===== src/rtl/prop_mon_pkg.sv =====
// rtl/prop_mon_pkg.sv - shared types and width helpers for the property monitor
package prop_mon_pkg;

    typedef enum logic [1:0] {
        MODE_OFF  = 2'b00,
        MODE_INV  = 2'b01,
        MODE_NEXT = 2'b10,
        MODE_BND  = 2'b11
    } mode_e;

    typedef enum logic {
        ST_IDLE = 1'b0,
        ST_WAIT = 1'b1
    } bnd_state_e;

    localparam int unsigned CNT_W_DEFAULT = 8;

    // Width of the bounded-response delay counter: must hold 0..max_dly.
    function automatic int unsigned dly_width(input int unsigned max_dly);
        return $clog2(max_dly + 1);
    endfunction

    // Width of a channel index, never narrower than one bit.
    function automatic int unsigned idx_width(input int unsigned n);
        return (n > 1) ? $clog2(n) : 1;
    endfunction

endpackage


===== src/rtl/prop_mon_ch.sv =====
// rtl/prop_mon_ch.sv - one property-checking channel with sticky/count status
//
// Ports:
//   clk, rst_n   clock, asynchronous active-low reset
//   en           global check enable
//   clr          synchronous clear of status, FSM and pend
//   mode         requested property mode for this channel
//   a, b         antecedent / consequent terms
//   viol         combinational violation at the coming edge (pre-clr)
//   fail         registered one-cycle violation pulse
//   err_sticky   set on first violation, held until clr
//   err_cnt      saturating violation count
module prop_mon_ch
    import prop_mon_pkg::*;
#(
    parameter int unsigned MAX_DLY = 8,
    parameter int unsigned CNT_W   = CNT_W_DEFAULT
) (
    input  logic             clk,
    input  logic             rst_n,
    input  logic             en,
    input  logic             clr,
    input  logic [1:0]       mode,
    input  logic             a,
    input  logic             b,
    output logic             viol,
    output logic             fail,
    output logic             err_sticky,
    output logic [CNT_W-1:0] err_cnt
);

    localparam int unsigned       DLY_W   = dly_width(MAX_DLY);
    localparam logic [DLY_W-1:0]  DLY_MAX = DLY_W'(MAX_DLY);
    localparam logic [CNT_W-1:0]  CNT_MAX = '1;

    mode_e            mode_d;
    mode_e            mode_q;
    bnd_state_e       state_q;
    bnd_state_e       state_d;
    logic [DLY_W-1:0] dly_q;
    logic [DLY_W-1:0] dly_d;
    logic             pend_q;
    logic             pend_d;
    logic             mode_chg;

    assign mode_d   = mode_e'(mode);
    // A mode change blanks the channel for one edge so stale obligations
    // from the old mode can never fire under the new one.
    assign mode_chg = (mode_d != mode_q);

    always_comb begin
        state_d = ST_IDLE;
        dly_d   = '0;
        pend_d  = 1'b0;
        viol    = 1'b0;
        if (en && !mode_chg) begin
            case (mode_q)
                MODE_INV: begin
                    viol = !(a || b);
                end
                MODE_NEXT: begin
                    viol   = pend_q && !b;
                    pend_d = a;
                end
                MODE_BND: begin
                    case (state_q)
                        ST_IDLE: begin
                            if (a) begin
                                state_d = ST_WAIT;
                                dly_d   = DLY_W'(1);
                            end
                        end
                        ST_WAIT: begin
                            if (b) begin
                                // A fresh antecedent on the passing cycle re-arms.
                                if (a) begin
                                    state_d = ST_WAIT;
                                    dly_d   = DLY_W'(1);
                                end
                            end else if (dly_q == DLY_MAX) begin
                                viol = 1'b1;
                            end else begin
                                state_d = ST_WAIT;
                                dly_d   = dly_q + 1'b1;
                            end
                        end
                        default: ;
                    endcase
                end
                default: ;
            endcase
        end
    end

    always_ff @(posedge clk or negedge rst_n) begin
        if (!rst_n) begin
            mode_q     <= MODE_OFF;
            state_q    <= ST_IDLE;
            dly_q      <= '0;
            pend_q     <= 1'b0;
            fail       <= 1'b0;
            err_sticky <= 1'b0;
            err_cnt    <= '0;
        end else if (clr) begin
            mode_q     <= mode_d;
            state_q    <= ST_IDLE;
            dly_q      <= '0;
            pend_q     <= 1'b0;
            fail       <= 1'b0;
            err_sticky <= 1'b0;
            err_cnt    <= '0;
        end else begin
            mode_q  <= mode_d;
            state_q <= state_d;
            dly_q   <= dly_d;
            pend_q  <= pend_d;
            fail    <= viol;
            if (viol) begin
                err_sticky <= 1'b1;
                if (err_cnt != CNT_MAX) begin
                    err_cnt <= err_cnt + 1'b1;
                end
            end
        end
    end

endmodule


===== src/rtl/prop_monitor.sv =====
// rtl/prop_monitor.sv - multi-channel temporal property checker top level
//
// Ports:
//   clk, rst_n   clock, asynchronous active-low reset
//   en           global check enable
//   clr          synchronous clear of all status and channel state
//   mode         2 bits per channel, channel i at [2i+1:2i]
//   a, b         per-channel terms
//   fail         per-channel one-cycle violation pulse
//   err_sticky   per-channel sticky error
//   err_cnt      CNT_W bits per channel, saturating
//   any_err      OR of err_sticky
//   first_vld    a failure has been captured since reset/clr
//   first_ch     lowest-index channel of the first captured failure
module prop_monitor
    import prop_mon_pkg::*;
#(
    parameter int unsigned NUM_CH  = 4,
    parameter int unsigned MAX_DLY = 8,
    parameter int unsigned CNT_W   = CNT_W_DEFAULT
) (
    input  logic                          clk,
    input  logic                          rst_n,
    input  logic                          en,
    input  logic                          clr,
    input  logic [2*NUM_CH-1:0]           mode,
    input  logic [NUM_CH-1:0]             a,
    input  logic [NUM_CH-1:0]             b,
    output logic [NUM_CH-1:0]             fail,
    output logic [NUM_CH-1:0]             err_sticky,
    output logic [CNT_W*NUM_CH-1:0]       err_cnt,
    output logic                          any_err,
    output logic                          first_vld,
    output logic [idx_width(NUM_CH)-1:0]  first_ch
);

    localparam int unsigned CH_W = idx_width(NUM_CH);

    logic [NUM_CH-1:0] viol;
    logic [CH_W-1:0]   first_idx;

    for (genvar i = 0; i < NUM_CH; i++) begin : g_ch
        prop_mon_ch #(
            .MAX_DLY (MAX_DLY),
            .CNT_W   (CNT_W)
        ) u_ch (
            .clk        (clk),
            .rst_n      (rst_n),
            .en         (en),
            .clr        (clr),
            .mode       (mode[2*i +: 2]),
            .a          (a[i]),
            .b          (b[i]),
            .viol       (viol[i]),
            .fail       (fail[i]),
            .err_sticky (err_sticky[i]),
            .err_cnt    (err_cnt[CNT_W*i +: CNT_W])
        );
    end

    // Scan high to low so the lowest violating index is the one left standing.
    always_comb begin
        first_idx = '0;
        for (int i = int'(NUM_CH) - 1; i >= 0; i--) begin
            if (viol[i]) begin
                first_idx = CH_W'(i);
            end
        end
    end

    assign any_err = |err_sticky;

    always_ff @(posedge clk or negedge rst_n) begin
        if (!rst_n) begin
            first_vld <= 1'b0;
            first_ch  <= '0;
        end else if (clr) begin
            first_vld <= 1'b0;
            first_ch  <= '0;
        end else if (!first_vld && (|viol)) begin
            first_vld <= 1'b1;
            first_ch  <= first_idx;
        end
    end

endmodule


===== config.mk =====
export PLATFORM = sky130hd
export DESIGN_NAME = prop_monitor
export DESIGN_NICKNAME = d
export VERILOG_FILES = /design/src/rtl/prop_mon_pkg.sv /design/src/rtl/prop_mon_ch.sv /design/src/rtl/prop_monitor.sv
export SDC_FILE = /design/constraint.sdc
export NUM_CORES = 1
export LEC_CHECK = 0
export CORE_UTILIZATION = 41
export CTS_BUF_LIST = sky130_fd_sc_hd__clkbuf_8
export DETAILED_ROUTE_END_ITERATION = 10
export DONT_BUFFER_PORTS = 1
export HOLD_SLACK_MARGIN = 0.06
export PLACE_DENSITY = 0.62
export SYNTH_ARGS = -nofsm -noshare
export SYNTH_HDL_FRONTEND = slang
export SYNTH_SLANG_ARGS = --single-unit

===== constraint.sdc =====
create_clock -name clk -period 2.6 [get_ports clk]
set_input_delay 0.52 -clock clk [delete_from_list [all_inputs] [get_ports clk]]
set_output_delay 0.52 -clock clk [all_outputs]
set_load 0.1 [all_outputs]

==> results of run 1 <==
==> Yosys cell counts, types with 3 or more instances <==
master / count
sky130_fd_sc_hd__dfrtp_1: 75
sky130_fd_sc_hd__nor2_1: 36
sky130_fd_sc_hd__a21oi_1: 29
sky130_fd_sc_hd__inv_1: 24
sky130_fd_sc_hd__nand2_1: 24
sky130_fd_sc_hd__nand3_1: 23
sky130_fd_sc_hd__o21ai_0: 16
sky130_fd_sc_hd__ha_1: 12
sky130_fd_sc_hd__xor2_1: 12
sky130_fd_sc_hd__nand4_1: 11
sky130_fd_sc_hd__or3_1: 11
sky130_fd_sc_hd__nor3_1: 9
sky130_fd_sc_hd__buf_4: 8
sky130_fd_sc_hd__xnor2_1: 8
sky130_fd_sc_hd__nand3b_1: 7
sky130_fd_sc_hd__and3_1: 5
sky130_fd_sc_hd__clkbuf_1: 5
sky130_fd_sc_hd__nand2b_1: 5
sky130_fd_sc_hd__and2_1: 4
sky130_fd_sc_hd__mux2i_1: 4
sky130_fd_sc_hd__nand4b_1: 4
sky130_fd_sc_hd__nor2b_1: 4
sky130_fd_sc_hd__nor4_1: 4
sky130_fd_sc_hd__or4_1: 4
sky130_fd_sc_hd__a31o_1: 3
sky130_fd_sc_hd__o31ai_1: 3
sky130_fd_sc_hd__or2_1: 3
==> logic make-up after synthesis <==
| family | count (synthesis) | synth area share |
|---|---|---|
| mux | 5 | 0.01320 |
| fa+ha+maj | 12 | 0.03863 |
| simple gates | 163 | 0.2347 |
| xor+xnor | 20 | 0.04507 |
| flops | 75 | 0.4829 |
| compound gates | 74 | 0.1401 |
| buf+inv | 39 | 0.04540 |
==> stage by stage <==
stage                     instances  instance area [um2]
after floorplan                 388                 3886
after global placement          525                 4243
after detailed placement        525                 4243
after CTS                       542                 4517
after global routing            542                 4517
final                           542                 4517
==> metal layers <==
metal	up-vias	routed length, um	GRT usage
li1	1449	-	-
met3	11	497	0.06044
met4	0	88	0.05430
met5	-	0	0
met2	65	4019	0.3034
met1	1479	3812	0.2338
==> placed cells by master (no fill, tap or decap), types with 2 or more instances in the layout <==
master / netlist / layout
sky130_fd_sc_hd__o21a_1: 2 / 2
sky130_fd_sc_hd__bufinv_16: 0 / 2
sky130_fd_sc_hd__or2_1: 3 / 3
sky130_fd_sc_hd__xor2_1: 12 / 12
sky130_fd_sc_hd__xnor2_1: 8 / 8
sky130_fd_sc_hd__nor3_1: 9 / 9
sky130_fd_sc_hd__dfrtp_1: 75 / 75
sky130_fd_sc_hd__inv_1: 24 / 24
sky130_fd_sc_hd__ha_1: 12 / 12
sky130_fd_sc_hd__nor2b_1: 4 / 4
sky130_fd_sc_hd__nand4_1: 11 / 11
sky130_fd_sc_hd__buf_4: 8 / 40
sky130_fd_sc_hd__nand2_1: 24 / 24
sky130_fd_sc_hd__nor2_1: 36 / 36
sky130_fd_sc_hd__clkbuf_8: 0 / 13
sky130_fd_sc_hd__a21oi_1: 29 / 29
sky130_fd_sc_hd__and3_1: 5 / 5
sky130_fd_sc_hd__o21ai_1: 2 / 2
sky130_fd_sc_hd__nand3_1: 23 / 23
sky130_fd_sc_hd__nand4b_1: 4 / 4
sky130_fd_sc_hd__or3_1: 11 / 11
sky130_fd_sc_hd__nand2b_1: 5 / 5
sky130_fd_sc_hd__and2_1: 4 / 4
sky130_fd_sc_hd__nor4_1: 4 / 4
sky130_fd_sc_hd__o21ai_0: 16 / 16
sky130_fd_sc_hd__nand4bb_1: 2 / 2
sky130_fd_sc_hd__mux2i_1: 4 / 4
sky130_fd_sc_hd__nand3b_1: 7 / 7
sky130_fd_sc_hd__a31o_1: 3 / 3
sky130_fd_sc_hd__and4_1: 2 / 2
sky130_fd_sc_hd__o31ai_1: 3 / 3
sky130_fd_sc_hd__or4_1: 4 / 4
sky130_fd_sc_hd__a211oi_1: 2 / 2
==> critical path, delay by kind of cell, from the launching register on <==
kind / cells / cell delay (ns)
buffers and inverters: 1 / 0.09
AND/OR/NAND/NOR: 3 / 0.99
flip-flops: 1 / 0.40
AO/OA/AOI/OAI: 2 / 0.40
adder cells (fa/ha/maj): 1 / 0.14
==> final cells by class <==
| cell class | instances | share of cell area |
|---|---|---|
| tap | 111 | 0.03075 |
| multi-input combinational | 274 | 0.4058 |
| clock buffer | 13 | 0.03961 |
| timing repair buffer | 41 | 0.07258 |
| sequential | 75 | 0.4155 |
| clock inverter | 3 | 0.01496 |
| inverter | 25 | 0.02078 |
==> registers in the layout (all words and copies together) (netlist names) <==
register / cells
g_ch.u_ch.err_sticky: 4
g_ch.u_ch.dly_q: 16
g_ch.u_ch.pend_q: 4
first_ch: 2
g_ch.u_ch.state_q: 4
first_vld: 1
g_ch.u_ch.err_cnt: 32
g_ch.u_ch.fail: 4
g_ch.u_ch.mode_q: 8
==> worst min-delay path by stage <==
| stage | to |
|---|---|
| floorplan | first_ch[0] |
| global placement | g_ch[3].u_ch.err_cnt[0] |
| detailed placement | g_ch[3].u_ch.err_cnt[0] |
| CTS | g_ch[3].u_ch.err_cnt[0] |
| global route | g_ch[3].u_ch.err_cnt[6] |
| finish | g_ch[3].u_ch.err_cnt[0] |
==> power by group through the flow <==
stage,registers [uW],logic [uW],clock network (uW)
floorplan,1220,73.6,0
global placement,1210,91.3,0
detailed placement,1210,92.8,0
CTS,1190,122,1110
global route,1190,131,1150
finish,1190,119,1080
==> timing repair <==
| action | in CTS | in global routing |
|---|---|---|
| hold buffers | 1 | 0 |
| resized for setup | 0 | 0 |
| endpoints found under the hold margin | 75 | 0 |
==> metrics.md, run 1 <==
| Metric | Value |
|---|---|
| Outcome | `complete, no violations` |
| Reg-to-reg endpoint | `g_ch[3].u_ch.err_cnt[7]` |
| Pre-Repair DR Iteration Count | `4` |
| Diode count | `0` |
| Switching pwr | `roughly 530 uW` |
| Initial core utilization | `0.4226` |
| Distinct cell type count after synthesis | `57` |
| Worst-case setup margin in the final layout | `just over 0.5 ns` |
| Vertical die dimension | `approximately 99 um` |
| Portion of the clock cycle consumed by the worst path in the final layout | `0.8038` |
| Reg-to-reg slack, setup | `between 0.5 and 0.6 ns` |
| Total number of vias | `about 3000` |
| CTS buffer count | `9` |
| Reg power frac | `0.499` |
| Top-level I/O count | `64` |
| Die X | `99.36 um` |
| Number of clock sinks | `75` |
| Share of flip-flops with an asynchronous set or reset after synthesis | `1.000` |
| Largest net degree at the start of global routing | `76` |
| Total negative slack | `0 ns` |
| Buffer cell driving the clock tree root | `sky130_fd_sc_hd__clkbuf_8` |
| Number of nets still failing antenna checks after routing | `0` |
| Peak supply drop | `roughly 0.33 mV` |
| Crit-path max cell delay | `approximately 0.57 ns` |
| Dominant cell type by area after synthesis | `sky130_fd_sc_hd__dfrtp_1` |
| Max-capacitance violation count | `0` |
| Final Hold Vio Count | `0` |
| Average vias per placed instance | `roughly 5.5` |
| Antenna violations before repair | `0` |
| Setup repair after global routing missed its margin | `false` |
| Worst R2R Path Depth | `7` |
| Setup-failing EPs final | `0` |
| Cell area after synthesis | `a little under 4000 um2` |
| Max FO, Critical Path | `9` |
| Path class of the lowest-slack min-delay path | `in -> async` |
| Multi-input combinational cell area | `between 1500 and 2000 um2` |
| Sum of internal, switching and leakage power | `about 2400 uW` |
| Final routed DRC violation total | `0` |
| Switching fraction of total power | `0.2216` |
| Maximum clock insertion buffer count | `2` |
| Arrival time of the worst setup path | `about 2.4 ns` |
| Worst setup path endpoint | `g_ch[3].u_ch.err_cnt[7]` |
| Worst-path cell chain | `inv_1, ha_1, nand3b_1, o211ai_2, nand3_1, or4_1, a21oi_1` |
| Reg-to-reg critical path startpoint | `g_ch[3].u_ch.dly_q[0]` |
| # nets final | `458` |
| Routed wire per std cell | `between 15 and 20 um` |
| Count of synthesis-stage warnings from yosys | `0` |
| Synthesized net count | `420` |
| Headroom to the max-slew limit | `0.4211` |
| Placeable core region | `~9200 um2` |
| Final Wtd Congestion | `~0.8` |
| Category of the worst setup path launch point | `flop` |
| Clock Latency Late Sink | `about 0.35 ns` |
| Post-layout minimum cycle time | `around 2.1 ns` |
| Final-report max-slew violation count | `0` |
| Primary FF master, synth | `sky130_fd_sc_hd__dfrtp_1` |
| Worst Setup End Kind | `flop` |
| Pleak | `0.001914 uW` |
| Worst-path cell with the longest stage delay | `sky130_fd_sc_hd__or4_1` |
| Combinational group share of total power | `0.050` |
| Clock network fraction of total power | `0.451` |
| Origin of the worst setup path | `g_ch[3].u_ch.dly_q[0]` |
| Worst Hold Margin | `roughly 0.051 ns` |
| Number of enable-type register cells in the synthesized netlist | `0` |
| Clock tree from TritonCTS | `built` |
| Violation count after the first detailed-route iteration | `114` |
| Die footprint | `about 10000 um2` |
| Buffers inserted by post-CTS timing repair | `0` |
| Number of cell rows | `35` |
| # fillers | `between 800 and 900` |
| Internal power summed over all cells | `between 1500 and 2000 uW` |
| Pre-CTS WS | `about 0.5 ns` |
| Fraction of post-synthesis cell area in the top cell type by area | `0.4829` |
| H-tree depth reported by CTS | `3` |
| Fraction of layout instances using a drive strength above 1 | `0.1671` |
| Gate Count Post-Synth | `388` |
| Worst endpoint required time | `2.88 ns` |
| Global-route wire length before repair | `between 10000 and 15000 um` |
| Power density normalized to cell area | `between 500 and 600 nW/um2` |
| Worst setup skew after layout | `slightly below 0.009 ns` |
| Remaining global-route overflow | `0` |
| Synth-to-layout area growth | `16.23%` |
| Post-detailed-routing wire length | `between 8000 and 9000 um` |
| Sequential share of the synthesized area | `0.4829` |
| Vias in the first global route | `~3000` |
| End-of-flow core utilization | `0.4912` |
| Sequential cell area | `1877 um2` |
| Highest clock rate | `478.5 MHz` |
| Number of port buffers | `0` |
| Measured slew at the worst slew-check pin | `about 0.87 ns` |
| Average cell area after synthesis | `approximately 10 um2` |
| Detailed Place HPWL | `about 6000 um` |
| Main area contributors after synthesis | `sky130_fd_sc_hd__dfrtp_1 48%, sky130_fd_sc_hd__ha_1 3.9%, sky130_fd_sc_hd__a21oi_1 3.7%, sky130_fd_sc_hd__nor2_1 3.5%, sky130_fd_sc_hd__nand3_1 3.0%` |
| Total global routing track utilization | `0.1851` |
| Clock slew at reported path FFs | `0.08 ns` |
| Classification of the worst setup path | `reg -> reg` |
| Number of flip-flops and latches in the synthesized netlist | `75` |
No activity file was read; power rests on OpenSTA's default activity.
==> run 2, diff against run 1 <==
--- a/config.mk
+++ b/config.mk
@@ -10,7 +10,7 @@
 export DETAILED_ROUTE_END_ITERATION = 10
 export DONT_BUFFER_PORTS = 1
 export HOLD_SLACK_MARGIN = 0.06
-export PLACE_DENSITY = 0.62
+export PLACE_DENSITY = 0.64
 export SYNTH_ARGS = -nofsm -noshare
 export SYNTH_HDL_FRONTEND = slang
 export SYNTH_SLANG_ARGS = --single-unit
==> constraint.sdc (replaced) <==
create_clock -name clk -period 1.85 [get_ports clk]
set_input_delay 0.37 -clock clk [delete_from_list [all_inputs] [get_ports clk]]
set_output_delay 0.37 -clock clk [all_outputs]
set_load 0.1 [all_outputs]
==> metrics.md, run 2 (synthesis gave the netlist of run 1 again) <==
| Metric | Value |
|---|---|
| Total number of vias | `3152 (+4.9%)` |
| Detailed Place HPWL | `6242 um (+3.4%)` |
| Classification of the worst setup path | `reg -> reg` |
| # nets final | `503 (+9.8%)` |
| Clock tree from TritonCTS | `built` |
| Placed instance count | `553 (+5.3%)` |
| End-of-flow core utilization | `0.5388 (+0.04762)` |
| Worst setup skew after layout | `0.01205 ns (+0.003366 ns)` |
| Number of clock sinks | `75 (unchanged)` |
| Average vias per placed instance | `5.370 (-3.1%)` |
| Number of port buffers | `0 (unchanged)` |
| Die footprint | `9872 um2 (unchanged)` |
| Commonest cells after routing, fill and taps aside | `71 x sky130_fd_sc_hd__buf_4, 46 x sky130_fd_sc_hd__dfrtp_1, 35 x sky130_fd_sc_hd__nor2_1` |
| Final routed DRC violation total | `0 (unchanged)` |
| Vias in the first global route | `3189 (+6.1%)` |
| Remaining global-route overflow | `0 (unchanged)` |
| Max-capacitance violation count | `0 (unchanged)` |
| Highest clock rate | `538.0 MHz (+12%)` |
| Multi-input combinational cell area | `1932 um2 (+5.4%)` |
| Largest net degree at the start of global routing | `76 (unchanged)` |
| Setup repair after global routing missed its margin | `true` |
| Fraction of layout instances using a drive strength above 1 | `0.3193 (+0.1523)` |
| Pleak | `0.002051 uW (+7.2%)` |
| Total global routing track utilization | `0.1885 (+0.003391)` |
| Diode count | `0 (unchanged)` |
| Outcome | `finished with violations` |
| H-tree depth reported by CTS | `3 (unchanged)` |
| Violated checks | `hold timing, setup timing` |
| Total negative slack | `-0.008825 ns (-0.008825 ns)` |
| Worst Hold Margin | `-0.2926 ns (-0.3441 ns)` |
| Synth-to-layout area growth | `27.50%` |
| Final non-filler cell total | `587 (+8.3%)` |
| Routed wire per std cell | `15.30 um (-1.5%)` |
| Portion of the clock cycle consumed by the worst path in the final layout | `1.005 (+0.2010)` |
| Die X | `99.36 um (unchanged)` |
| Post-detailed-routing wire length | `8983 um (+6.7%)` |
| Maximum clock insertion buffer count | `2 (unchanged)` |
| CTS buffer count | `9 (unchanged)` |
| Pre-Repair DR Iteration Count | `6 (+2)` |
| Clock slew at reported path FFs | `0.08 ns (about the same)` |
| # fillers | `829 (-2.9%)` |
| Violation count after the first detailed-route iteration | `102 (-11%)` |
| Buffer cell driving the clock tree root | `sky130_fd_sc_hd__clkbuf_8` |
| Final-report max-slew violation count | `0 (unchanged)` |
| Global-route wire length before repair | `14630 um (+1.1%)` |
| Number of flip-flops under the largest register name | `32 (unchanged)` |
| Category of the worst setup path launch point | `flop` |
| Register with the most flip-flops | `g_ch.u_ch.err_cnt` |
| Antenna violations before repair | `0 (unchanged)` |
| Measured slew at the worst slew-check pin | `0.5028 ns (-0.3662 ns)` |
| Most common cell after layout, fill and taps aside | `sky130_fd_sc_hd__buf_4` |
| Max FO, Critical Path | `4 (-5)` |
| Vertical die dimension | `99.36 um (unchanged)` |
| Power density normalized to cell area | `583.6 nW/um2 (+11%)` |
| Final Wtd Congestion | `0.7998 (+0.43%)` |
| Peak supply drop | `0.3398 mV (+3.0%)` |
| Arrival time of the worst setup path | `2.13 ns (-0.24 ns)` |
| Worst Setup End Kind | `flop` |
| Clock Latency Late Sink | `0.35 ns (about the same)` |
| Placeable core region | `9196 um2 (unchanged)` |
| Path class of the lowest-slack min-delay path | `in -> async` |
| Headroom to the max-slew limit | `0.6634 (+0.2423)` |
| Number of cell rows | `35 (unchanged)` |
| Top-level I/O count | `64 (unchanged)` |
| Post-layout minimum cycle time | `1.859 ns (-0.2310 ns)` |
| Setup-failing EPs final | `1 (+1)` |
| Worst endpoint required time | `2.12 ns (-0.76 ns)` |
| Worst-case setup margin in the final layout | `-0.008825 ns (-0.5190 ns)` |
| Number of nets still failing antenna checks after routing | `0 (unchanged)` |
| Sequential cell area | `1938 um2 (+3.3%)` |
| Initial core utilization | `0.4226 (unchanged)` |
| Registers with the most flip-flops | `g_ch.u_ch.err_cnt x32, g_ch.u_ch.dly_q x16, g_ch.u_ch.mode_q x8` |
| Final Hold Vio Count | `75 (+75)` |
[run 2: changes by cell type in the layout (fill, tap and decap cells not counted), moves of 3 or more]
cell,delta
sky130_fd_sc_hd__dfrtp_2,+19
sky130_fd_sc_hd__clkinv_2,+4
sky130_fd_sc_hd__a21oi_2,+4
sky130_fd_sc_hd__buf_6,+3
sky130_fd_sc_hd__dfrtp_4,+10
sky130_fd_sc_hd__clkbuf_8,-4
sky130_fd_sc_hd__a21oi_1,-4
sky130_fd_sc_hd__ha_1,-3
sky130_fd_sc_hd__dlygate4sd3_1,+11
sky130_fd_sc_hd__dfrtp_1,-29
sky130_fd_sc_hd__buf_4,+31
[run 2: final timing paths]
kind	from	end	slack, ns	depth (start not counted)
setup / recovery	g_ch[3].u_ch.dly_q[1]	g_ch[3].u_ch.err_cnt[4]	-0.009	8
hold / removal	rst_n	g_ch[2].u_ch.err_cnt[4]	-0.29	0
setup reg to reg	g_ch[3].u_ch.dly_q[1]	g_ch[3].u_ch.err_cnt[4]	-0.009	8
hold reg to reg	g_ch[0].u_ch.dly_q[0]	g_ch[0].u_ch.dly_q[0]	0.55	2
max in group asynchronous	rst_n	g_ch[1].u_ch.err_cnt[4]	1.96	0
min in group clk	clr	g_ch[1].u_ch.err_cnt[1]	0.08	1
[run 2: stage by stage]
stage	power, uW	setup slack, ns	hold slack (ns)	instance area [um2]
6_report	2892	-0.008825	-0.2926	4955
5_1_grt	2993	-0.1163	-0.3140	4955
4_1_cts	2917	0.009925	-0.3094	4800
3_5_place_dp	1860	-0.02168	0.07727	4541
3_3_place_gp	1857	0.06832	0.07645	4541
2_1_floorplan	1825	-0.08667	0.07441	3961
[run 2: per-layer routing]
layer	share of wire	global-route usage	wire (um)
met1	0.43	0.2236	3829
met2	0.50	0.3226	4486
met3	0.059	0.05762	531
met4	0.015	0.06900	135
met5	0	0	0
[run 2: worst max-delay path, cell delays in order, from the launching register on]
cell                       delay [ns]
sky130_fd_sc_hd__dfrtp_1         0.39
sky130_fd_sc_hd__inv_2           0.07
sky130_fd_sc_hd__ha_4            0.12
sky130_fd_sc_hd__nand3b_1        0.12
sky130_fd_sc_hd__o211ai_2        0.26
sky130_fd_sc_hd__buf_4           0.16
sky130_fd_sc_hd__nand4b_1        0.15
sky130_fd_sc_hd__or3_1           0.38
sky130_fd_sc_hd__a21oi_1         0.13
[run 2: layout make-up]
| class | count | share of cell area |
|---|---|---|
| sequential | 75 | 0.3912 |
| multi-input combinational | 274 | 0.3899 |
| timing repair buffer | 86 | 0.1407 |
| tap | 111 | 0.02803 |
| clock buffer | 9 | 0.02500 |
| inverter | 25 | 0.01894 |
| clock inverter | 7 | 0.006313 |
[run 2: power breakdown]
part	switching (uW)	internal, uW	leakage (uW)
Sequential	14.6	1650	0.000977
Combinational	109	78.8	0.000977
Clock	573	463	0.0000963
Total	697	2200	0.00205
[run 2: repair_timing]
| item | CTS | global route |
|---|---|---|
| setup endpoints to repair | 4 | 22 |
| buffers inserted | 0 | 7 |
| hold buffers | 10 | 1 |
| resized for setup | 1 | 26 |
| pin swaps | 1 | 23 |
| endpoints found under the hold margin | 87 | 78 |
